### config.mk
export PLATFORM = sky130hd
export DESIGN_NAME = pq_insert_arb_flat
export DESIGN_NICKNAME = d
export VERILOG_FILES = /design/src/rtl/pq_insert_arb_pkg.sv /design/src/rtl/pq_insert_arb_if.sv /design/src/rtl/pq_insert_arb_rr_pick.sv /design/src/rtl/pq_insert_arb.sv /design/src/flat_wrapper.sv
export SDC_FILE = /design/constraint.sdc
export NUM_CORES = 1
export LEC_CHECK = 0
export CELL_PAD_IN_SITES_DETAIL_PLACEMENT = 0
export CELL_PAD_IN_SITES_GLOBAL_PLACEMENT = 1
export CORE_MARGIN = 5
export CORE_UTILIZATION = 20
export CTS_CLUSTER_SIZE = 24
export DETAILED_ROUTE_END_ITERATION = 12
export PLACE_DENSITY_LB_ADDON = 0.1
export SLEW_MARGIN = 10
export SYNTH_ARGS = -nofsm -noshare
export SYNTH_HDL_FRONTEND = slang
export SYNTH_HIERARCHICAL = 1
export SYNTH_SLANG_ARGS = --single-unit
### constraint.sdc
create_clock -name clk -period 2.1 [get_ports clk]
set_input_delay 0.42 -clock clk [delete_from_list [all_inputs] [get_ports clk]]
set_output_delay 0.42 -clock clk [all_outputs]
set_load 0.02 [all_outputs]
### src/rtl/pq_insert_arb_pkg.sv
// Shared types for the priority-queue insert arbiter: key/value item, FSM state, defaults.
package pq_insert_arb_pkg;

  localparam int unsigned PQ_ARB_NREQ_DEF = 4;

  typedef struct packed {
    logic [15:0] key;
    logic [15:0] val;
  } kv_t;

  typedef enum logic {
    StIdle,
    StOffer
  } arb_state_e;

endpackage

### src/rtl/pq_insert_arb_if.sv
// Requester, remover and PQ client-side signals of the insert arbiter.
interface pq_insert_arb_if
  import pq_insert_arb_pkg::*;
#(
  parameter int unsigned N_REQ = PQ_ARB_NREQ_DEF
) ();

  logic [N_REQ-1:0] req_ivalid;
  logic [N_REQ-1:0] req_irdy;
  kv_t  [N_REQ-1:0] req_idata;

  logic rm_ordy;
  logic rm_ovalid;
  kv_t  rm_odata;

  logic pq_ivalid;
  logic pq_irdy;
  kv_t  pq_idata;
  logic pq_busy;
  logic pq_full;
  logic pq_ovalid;
  logic pq_ordy;
  kv_t  pq_odata;

  modport master (
    input  req_ivalid, req_idata, rm_ordy,
    input  pq_irdy, pq_busy, pq_full, pq_ovalid, pq_odata,
    output req_irdy, rm_ovalid, rm_odata,
    output pq_ivalid, pq_idata, pq_ordy
  );

  modport slave (
    output req_ivalid, req_idata, rm_ordy,
    output pq_irdy, pq_busy, pq_full, pq_ovalid, pq_odata,
    input  req_irdy, rm_ovalid, rm_odata,
    input  pq_ivalid, pq_idata, pq_ordy
  );

endinterface

### src/rtl/pq_insert_arb_rr_pick.sv
// Combinational round-robin picker: first asserted request strictly after last_gnt_i, cyclic.
module pq_insert_arb_rr_pick #(
  parameter  int unsigned N_REQ = 4,
  localparam int unsigned GNT_W = $clog2(N_REQ)
) (
  input  logic [N_REQ-1:0] req_i,
  input  logic [GNT_W-1:0] last_gnt_i,
  output logic             any_o,
  output logic [GNT_W-1:0] idx_o
);

  always_comb begin
    int unsigned j;
    any_o = |req_i;
    idx_o = '0;
    // Walk from farthest to nearest so the nearest hit is written last and wins.
    for (int unsigned k = N_REQ; k >= 1; k--) begin
      j = (32'(last_gnt_i) + k) % N_REQ;
      if (req_i[j]) idx_o = GNT_W'(j);
    end
  end

endmodule

### src/rtl/pq_insert_arb.sv
// Round-robin insert arbiter in front of one priority queue; removes stall while an insert is
// pending. Optional grant counters are built when PQ_ARB_STATS_EN is defined.
module pq_insert_arb
  import pq_insert_arb_pkg::*;
#(
  parameter  int unsigned N_REQ  = PQ_ARB_NREQ_DEF,
`ifdef PQ_ARB_STATS_EN
  parameter  int unsigned STAT_W = 16,
`endif
  localparam int unsigned GNT_W  = $clog2(N_REQ)
) (
  input  logic             clk,
  input  logic             rst,
  pq_insert_arb_if.master  bus,
  output logic [GNT_W-1:0] gnt_idx
`ifdef PQ_ARB_STATS_EN
  ,
  output logic [N_REQ-1:0][STAT_W-1:0] stat_cnt
`endif
);

  arb_state_e       state_q, state_d;
  kv_t              hold_q, hold_d;
  logic [GNT_W-1:0] gnt_q, gnt_d;
  logic [GNT_W-1:0] last_q, last_d;
  logic             pick_any;
  logic [GNT_W-1:0] pick_idx;
  logic             capture;
  logic             rm_ovalid;

  // Busy is informational only; offers wait for pq_irdy alone.
  logic unused_busy;
  assign unused_busy = bus.pq_busy;

  pq_insert_arb_rr_pick #(
    .N_REQ (N_REQ)
  ) u_rr_pick (
    .req_i      (bus.req_ivalid),
    .last_gnt_i (last_q),
    .any_o      (pick_any),
    .idx_o      (pick_idx)
  );

  always_comb begin
    state_d      = state_q;
    hold_d       = hold_q;
    gnt_d        = gnt_q;
    last_d       = last_q;
    capture      = 1'b0;
    bus.req_irdy = '0;
    unique case (state_q)
      StIdle:  capture = pick_any && !bus.pq_full;
      StOffer: begin
        if (bus.pq_irdy) begin
          state_d = StIdle;
          capture = pick_any && !bus.pq_full;
        end
      end
    endcase
    if (capture) begin
      state_d                = StOffer;
      hold_d                 = bus.req_idata[pick_idx];
      gnt_d                  = pick_idx;
      last_d                 = pick_idx;
      bus.req_irdy[pick_idx] = 1'b1;
    end
  end

  always_ff @(posedge clk or negedge rst) begin
    if (!rst) begin
      state_q <= StIdle;
      hold_q  <= '0;
      gnt_q   <= '0;
      last_q  <= GNT_W'(N_REQ - 1);
    end else begin
      state_q <= state_d;
      hold_q  <= hold_d;
      gnt_q   <= gnt_d;
      last_q  <= last_d;
    end
  end

  assign bus.pq_ivalid = (state_q == StOffer);
  assign bus.pq_idata  = hold_q;
  assign rm_ovalid     = bus.pq_ovalid && (state_q == StIdle);
  assign bus.rm_ovalid = rm_ovalid;
  assign bus.pq_ordy   = bus.rm_ordy && rm_ovalid;
  assign bus.rm_odata  = bus.pq_odata;
  assign gnt_idx       = gnt_q;

`ifdef PQ_ARB_STATS_EN
  logic [N_REQ-1:0][STAT_W-1:0] stat_q;

  always_ff @(posedge clk or negedge rst) begin
    if (!rst) begin
      stat_q <= '0;
    end else begin
      for (int unsigned i = 0; i < N_REQ; i++) begin
        if (capture && (32'(pick_idx) == i) && (stat_q[i] != '1)) begin
          stat_q[i] <= stat_q[i] + STAT_W'(1);
        end
      end
    end
  end

  assign stat_cnt = stat_q;
`endif

endmodule
### src/flat_wrapper.sv
// flat-port wrapper written by rule: the top's interface ports become plain ports
module pq_insert_arb_flat import pq_insert_arb_pkg::*;
#(
  parameter  int unsigned N_REQ  = PQ_ARB_NREQ_DEF,

  localparam int unsigned GNT_W  = $clog2(N_REQ)
)
  (clk, rst, gnt_idx, bus_req_ivalid, bus_req_idata, bus_rm_ordy, bus_pq_irdy, bus_pq_busy, bus_pq_full, bus_pq_ovalid, bus_pq_odata, bus_req_irdy, bus_rm_ovalid, bus_rm_odata, bus_pq_ivalid, bus_pq_idata, bus_pq_ordy);
  pq_insert_arb_if #(.N_REQ(N_REQ)) bus_i ();
  input  logic clk;
  input  logic rst;
  output logic [GNT_W-1:0] gnt_idx;
  input wire logic [$bits(bus_i.req_ivalid)-1:0] bus_req_ivalid;
  input wire logic [$bits(bus_i.req_idata)-1:0] bus_req_idata;
  input wire logic [$bits(bus_i.rm_ordy)-1:0] bus_rm_ordy;
  input wire logic [$bits(bus_i.pq_irdy)-1:0] bus_pq_irdy;
  input wire logic [$bits(bus_i.pq_busy)-1:0] bus_pq_busy;
  input wire logic [$bits(bus_i.pq_full)-1:0] bus_pq_full;
  input wire logic [$bits(bus_i.pq_ovalid)-1:0] bus_pq_ovalid;
  input wire logic [$bits(bus_i.pq_odata)-1:0] bus_pq_odata;
  output wire logic [$bits(bus_i.req_irdy)-1:0] bus_req_irdy;
  output wire logic [$bits(bus_i.rm_ovalid)-1:0] bus_rm_ovalid;
  output wire logic [$bits(bus_i.rm_odata)-1:0] bus_rm_odata;
  output wire logic [$bits(bus_i.pq_ivalid)-1:0] bus_pq_ivalid;
  output wire logic [$bits(bus_i.pq_idata)-1:0] bus_pq_idata;
  output wire logic [$bits(bus_i.pq_ordy)-1:0] bus_pq_ordy;
  assign bus_i.req_ivalid = bus_req_ivalid;
  assign bus_i.req_idata = bus_req_idata;
  assign bus_i.rm_ordy = bus_rm_ordy;
  assign bus_i.pq_irdy = bus_pq_irdy;
  assign bus_i.pq_busy = bus_pq_busy;
  assign bus_i.pq_full = bus_pq_full;
  assign bus_i.pq_ovalid = bus_pq_ovalid;
  assign bus_i.pq_odata = bus_pq_odata;
  assign bus_req_irdy = bus_i.req_irdy;
  assign bus_rm_ovalid = bus_i.rm_ovalid;
  assign bus_rm_odata = bus_i.rm_odata;
  assign bus_pq_ivalid = bus_i.pq_ivalid;
  assign bus_pq_idata = bus_i.pq_idata;
  assign bus_pq_ordy = bus_i.pq_ordy;
  pq_insert_arb #(.N_REQ(N_REQ)) u_core (.clk(clk), .rst(rst), .bus(bus_i), .gnt_idx(gnt_idx));
endmodule
==> impl_metrics.json <==
{
  "worst_hold_path_type": "primary input to async pin",
  "design_area_sq_um": 4720,
  "min_period_ns": 2.26,
  "drive_gt1_share_pct": 32.7,
  "fin_nets": 503,
  "seq_area_frac_synth_pct": 35.5,
  "setup_viol": 36,
  "grt_pass1_wl_mm": 14.9,
  "synth_area_sq_um": 2620,
  "clk_latency_ns": 0.28,
  "r2r_slack_ns": -0.12,
  "finalCritPeriodShare_pct": 107,
  "ys_warn_count": 6,
  "nFillCells": 1280,
  "cp_data_required_time_ns": 1.68,
  "h-tree-depth": 2,
  "multi_input_area_sq_um": 1450,
  "synthMostInstantiatedCell": "dfrtp_1",
  "via_count": 2146,
  "path_clk_slew_ns": 0.05,
  "path_delay_family": "buffers and inverters",
  "fin_skew_ns": 0.00479,
  "grt_max_degree": 38,
  "placed_cell_area_sq_um": 4400,
  "grt-ovfl-total": 0,
  "dp_hpwl_mm": 7.10,
  "ys_async_sr_fraction_pct": 100,
  "syn_to_final_growth_pct": 80.4,
  "die_y_um": 124,
  "fmax_mhz": 443,
  "core.rowCount": 41,
  "wl_per_cell_um": 18.9,
  "grt.total_usage_pct": 12.1,
  "p_leak_nw": 1.83,
  "crit_fanout": 7,
  "startpoint_type": "primary input",
  "yosysTopAreaCellShare_pct": 33.5,
  "gp_congestion": 0.707,
  "io_pins": 244,
  "dr.pass1.iters": 2,
  "cts-root-buf": "clkbuf_16",
  "drt-initial-drc-count": 50,
  "yosysTopAreaCell": "dfrtp_1",
  "cp_data_arrival_time_ns": 1.84,
  "first_global_vias": 2608,
  "synth_cells": 173,
  "start_util_pct": 20.6,
  "worst_r2r_endpoint": "u_core/bus.pq_idata[19]",
  "final.setup.worst_slack_ns": -0.156,
  "drc": 0,
  "cp_slowest_cell": "dlygate4sd2_1",
  "cts.sinks": 37,
  "cts_buffer_depth": 2,
  "status": "finished with violations",
  "reg2reg_depth": 7,
  "fp.dieW_um": 124,
  "ctsHoldBuffers": 0,
  "worst_path_largest_cell_delay_ns": 0.28,
  "synth_area_per_cell_sq_um": 15.1,
  "dieArea_sq_um": 15500,
  "finalMaxSlewViolations": 0,
  "ant_nets": 0,
  "tightestPinTransition_ns": 0.529,
  "coreArea_sq_um": 12700,
  "synth_fp_nets": 344,
  "yosysUniqueCellTypes": 28,
  "viasPerCell": 4.24,
  "cts_tree": "built",
  "worstPathBufferInverterCount": 3,
  "rsz0062_at_grt": "yes",
  "peakVddDrop_mv": 0.377,
  "worstSetupEndpointType": "output pin",
  "synth_area_leaders": "dfrtp_1 33%, mux4_2 24%, mux2_2 9.5%",
  "path_depth": 7,
  "max_cap_violations": 0,
  "path_cells": "dlygate4sd2_1 > and2b_2 > a21oi_4 > o221ai_4 > buf_12 > and3b_1 > buf_4",
  "synthTopCellsByCount": "35 x dfrtp_1, 32 x buf_4, 28 x mux4_2",
  "max_slew_margin_pct": 64.7,
  "ys_dominant_reg_cell": "dfrtp_1",
  "violations": "setup timing",
  "cellPowerDensity_nw_per_um2": 1130,
  "final-seq-area_sq_um": 928,
  "cts_buffers": 5,
  "wirelength_mm": 9.56,
  "antenna_found_initial": 1,
  "reg2reg_from": "u_core/last_q[1]",
  "finalHoldViolations": 0,
  "post-place-ws_ns": -0.708,
  "numPortBuffers": 178,
  "path_class": "primary input to output pin",
  "synth_enable_flop_cells": 0,
  "ys_ff_latch": 37
}
-- worst max path at each step --
| stage | slack, ns | startpoint | endpoint |
|---|---|---|---|
| 2_1_floorplan | -0.01 | u_core/last_q[1] | u_core/bus.pq_idata[0] |
| 5_1_grt | -0.21 | u_core/last_q[1] | u_core/bus.pq_idata[5] |
| 6_report | -0.16 | bus_req_ivalid[2] | bus_req_irdy[1] |
| 3_5_place_dp | -0.71 | bus_req_ivalid[3] | u_core/bus.pq_idata[11] |
| 4_1_cts | -0.21 | u_core/last_q[1] | u_core/bus.pq_idata[19] |
| 3_3_place_gp | -0.67 | bus_req_ivalid[3] | u_core/bus.pq_idata[10] |
-- placed cells by master, fill, tap and decap left out, drive strengths merged --
cell type / synthesis / final
inv: 2 / 2
nand2b: 4 / 4
and2b: 1 / 1
and2: 1 / 1
a31oi: 1 / 1
a21oi: 3 / 3
o21ai: 1 / 1
diode: 0 / 1
dfrtp: 35 / 35
nor2b: 1 / 1
mux2i: 1 / 1
clkdlybuf4s50: 0 / 169
mux4: 32 / 32
nor2: 2 / 2
dfstp: 2 / 2
nor3b: 2 / 2
mux2: 36 / 36
nand2: 1 / 1
buf: 41 / 22
clkbuf: 3 / 8
o221ai: 1 / 2
dlygate4sd2: 0 / 4
and3b: 2 / 2
and3: 1 / 1
-- kinds of logic after synthesis --
group | after synthesis | synth area share, %
muxes | 69 | 46.0
buffers and inverters | 46 | 13.0
DFF | 37 | 35.5
and+or+nand+nor | 15 | 3.82
AOI/OAI and AO/OA | 6 | 1.72
-- sequential cells by signal, summed over array words and instances, names as in the netlist --
name,count
u_core/last_q,2
u_core/bus.pq_idata,32
u_core/bus.pq_ivalid,1
u_core/gnt_idx,2
-- metal layers --
metal	global-route usage, %	wire length [um]
met3	3.43	592
met1	14.1	3690
met2	21.2	5060
met4	4.51	214
met5	0	0
-- power by group --
part	total, W	internal [W]	switching (W)
combinational	0.00329	0.00197	0.00132
clock	0.000759	0.000474	0.000285
sequential	0.00130	0.00109	0.000209
-- final cells by class --
class | instances | share of cell area, %
clock buffers | 8 | 3.10
repair buffers | 195 | 41.9
inverters | 2 | 0.159
flip-flops and latches | 37 | 19.7
diodes | 1 | 0.0530
multi-input cells | 91 | 30.6
well taps | 172 | 4.56
-- metrics by stage --
stage	util (%)	hold WS (ns)	power, W	std cells	setup TNS, ns
global placement	34.6	0.489	0.00434	491	-23.75
finish	37.1	0.209	0.00534	506	-3.46
floorplan	-	0.124	0.00312	173	-0.232
global route	37.1	0.265	0.00568	506	-6.44
detailed placement	34.6	0.495	0.00433	491	-24.75
CTS	36.9	0.240	0.00548	506	-6.00
-- timing repair --
| item | in CTS | in global routing |
|---|---|---|
| cloned | 3 | 0 |
| buffers inserted | 4 | 3 |
| endpoints found under the setup margin | 41 | 40 |
| gates resized for setup | 43 | 22 |
| pin swaps | 4 | 5 |
No activity file was read; power rests on OpenSTA's default activity.
==> RTL edit: new RTL, same settings <==
The package constant `PQ_ARB_NREQ_DEF` goes from 4 to 2.
--- a/src/rtl/pq_insert_arb_pkg.sv
+++ b/src/rtl/pq_insert_arb_pkg.sv
@@ -3,3 +3,3 @@
 
-  localparam int unsigned PQ_ARB_NREQ_DEF = 4;
+  localparam int unsigned PQ_ARB_NREQ_DEF = 2;
 
Interface: changed (resized bus_req_idata, bus_req_irdy, bus_req_ivalid and gnt_idx); port bits go from 244 to 175. The function was not compared with the original's and may differ.
==> RTL edit against the unedited design <==
Worst setup slack improved by 250 ps; sequential cell count is 2 lower; wire length down 40%; design area down 32%; final cell count down 26%; first-iteration DRC count decreased by 66%; synthesized area is 17% lower; critical path type is now in -> reg; largest cell class unchanged.
Power is not compared: it rests on default switching activity, and its combinational part moved more than twofold at a synthesized area within 25%.
==> RTL edit: results (changes against the unedited design) <==
| Metric | Value |
|---|---|
| CP max FO | `18 (+11)` |
| GRT Total Usage | `8.61% (-3.5 points)` |
| Synth unique cells | `16 (-43%)` |
| Layout Nets | `339 (-33%)` |
| Pre-CTS WS | `-369 ps (+339 ps)` |
| Post-Place Cell Area | `3130 sq um (-29%)` |
| WL met2 | `2660 um (-48%)` |
| Initial drt markers | `17 (-66%)` |
| Post-synth top cells | `mux2_2 (37), dfrtp_1 (34), buf_4 (32), mux2_4 (29)` |
| Register area share after synthesis | `40.6% (+5.1 points)` |
| First-pass DRT Iterations | `4 (+2)` |
| Layout cell share with drive strength beyond 1 | `36.8% (+4.0 points)` |
| Status | `complete, no violations` |
| Largest net degree at the start of global routing | `36 (-5.3%)` |
| Top cells by area, synth | `dfrtp_1 (39%), mux2_4 (20%), mux2_2 (19%)` |
| Worst Path Arrival | `2170 ps (+330 ps)` |
| N_diodes | `0 (-1)` |
| Wire length on met3 | `785 um (+33%)` |
| First-pass GRT wire length | `8770 um (-41%)` |
| Port bufs | `109 (-39%)` |
| Routed len/inst | `15.3 um (-19%)` |
| Worst slew pin tran | `491 ps (-37.9 ps)` |
| Vias per cell | `3.72 (-12%)` |
| CTS Root Cell | `clkbuf_8` |
| Final Wtd Congestion | `0.650 (-8.1%)` |
| Clk_skew | `7.01 ps (+2.23 ps)` |
RTL edit: final timing paths:
path	end	slack, ps	start	depth (start not counted)
hold / removal	u_core/bus.pq_idata[10]	190	rst	2
setup reg to reg	u_core/bus.pq_idata[27]	440	u_core/last_q	4
setup / recovery	u_core/bus.pq_idata[27]	100	bus_req_ivalid[1]	6
max in group asynchronous	u_core/last_q	1560	rst	2
min in group clk	u_core/bus.pq_idata[27]	510	u_core/bus.pq_idata[27]	1
hold reg to reg	u_core/bus.pq_idata[27]	510	u_core/bus.pq_idata[27]	1
RTL edit: worst max-delay path: stages:
cell,delay (ps)
clkdlybuf4s50_1,480
buf_4,100
a21boi_4,220
buf_4,300
mux2_2,380
mux2_4,260
RTL edit: what timing repair did:
action	CTS	global route
setup buffers	0	0
hold buffers	0	0
setup endpoints to repair	3	35
gates cloned	0	0
resized for setup	8	4
RTL edit: stage by stage:
step,instances,total power (uW),hold WS [ps]
2_1_floorplan,151,1590,124
3_3_place_gp,367,2030,490
3_5_place_dp,367,2020,491
4_1_cts,374,2560,199
5_1_grt,374,2640,227
6_report,374,2490,186
RTL edit: logic make-up (layout without fill, tap and decap cells):
group / count (synthesis) / after routing / synth area share (%)
AO/OA/AOI/OAI: 3 / 3 / 1.33
multiplexers: 66 / 66 / 39.5
buffers and inverters: 41 / 124 / 16.5
AND/OR/NAND/NOR: 6 / 6 / 2.09
flip-flops: 35 / 35 / 40.6
RTL edit: layout make-up:
cell class	count	area (sq um)
fillers	1113	7480
repair buffers	115	1130
multi-input cells	75	937
flip-flops and latches	35	877
well taps	140	175
clock buffers	6	82.6
inverters	2	7.51
clock inverters	1	5.00
RTL edit: per-layer routing:
layer	GRT usage, %	up-vias
met5	0	-
met4	1.50	0
met3	5.04	3
met2	13.9	94
met1	10.0	643
li1	-	653
RTL edit: where the power goes:
group	switching [uW]	leakage, uW	internal (uW)
sequential	85.1	0.000409	831
combinational	427	0.000883	647
clock	238	0.0000470	257
total	750	0.00134	1730
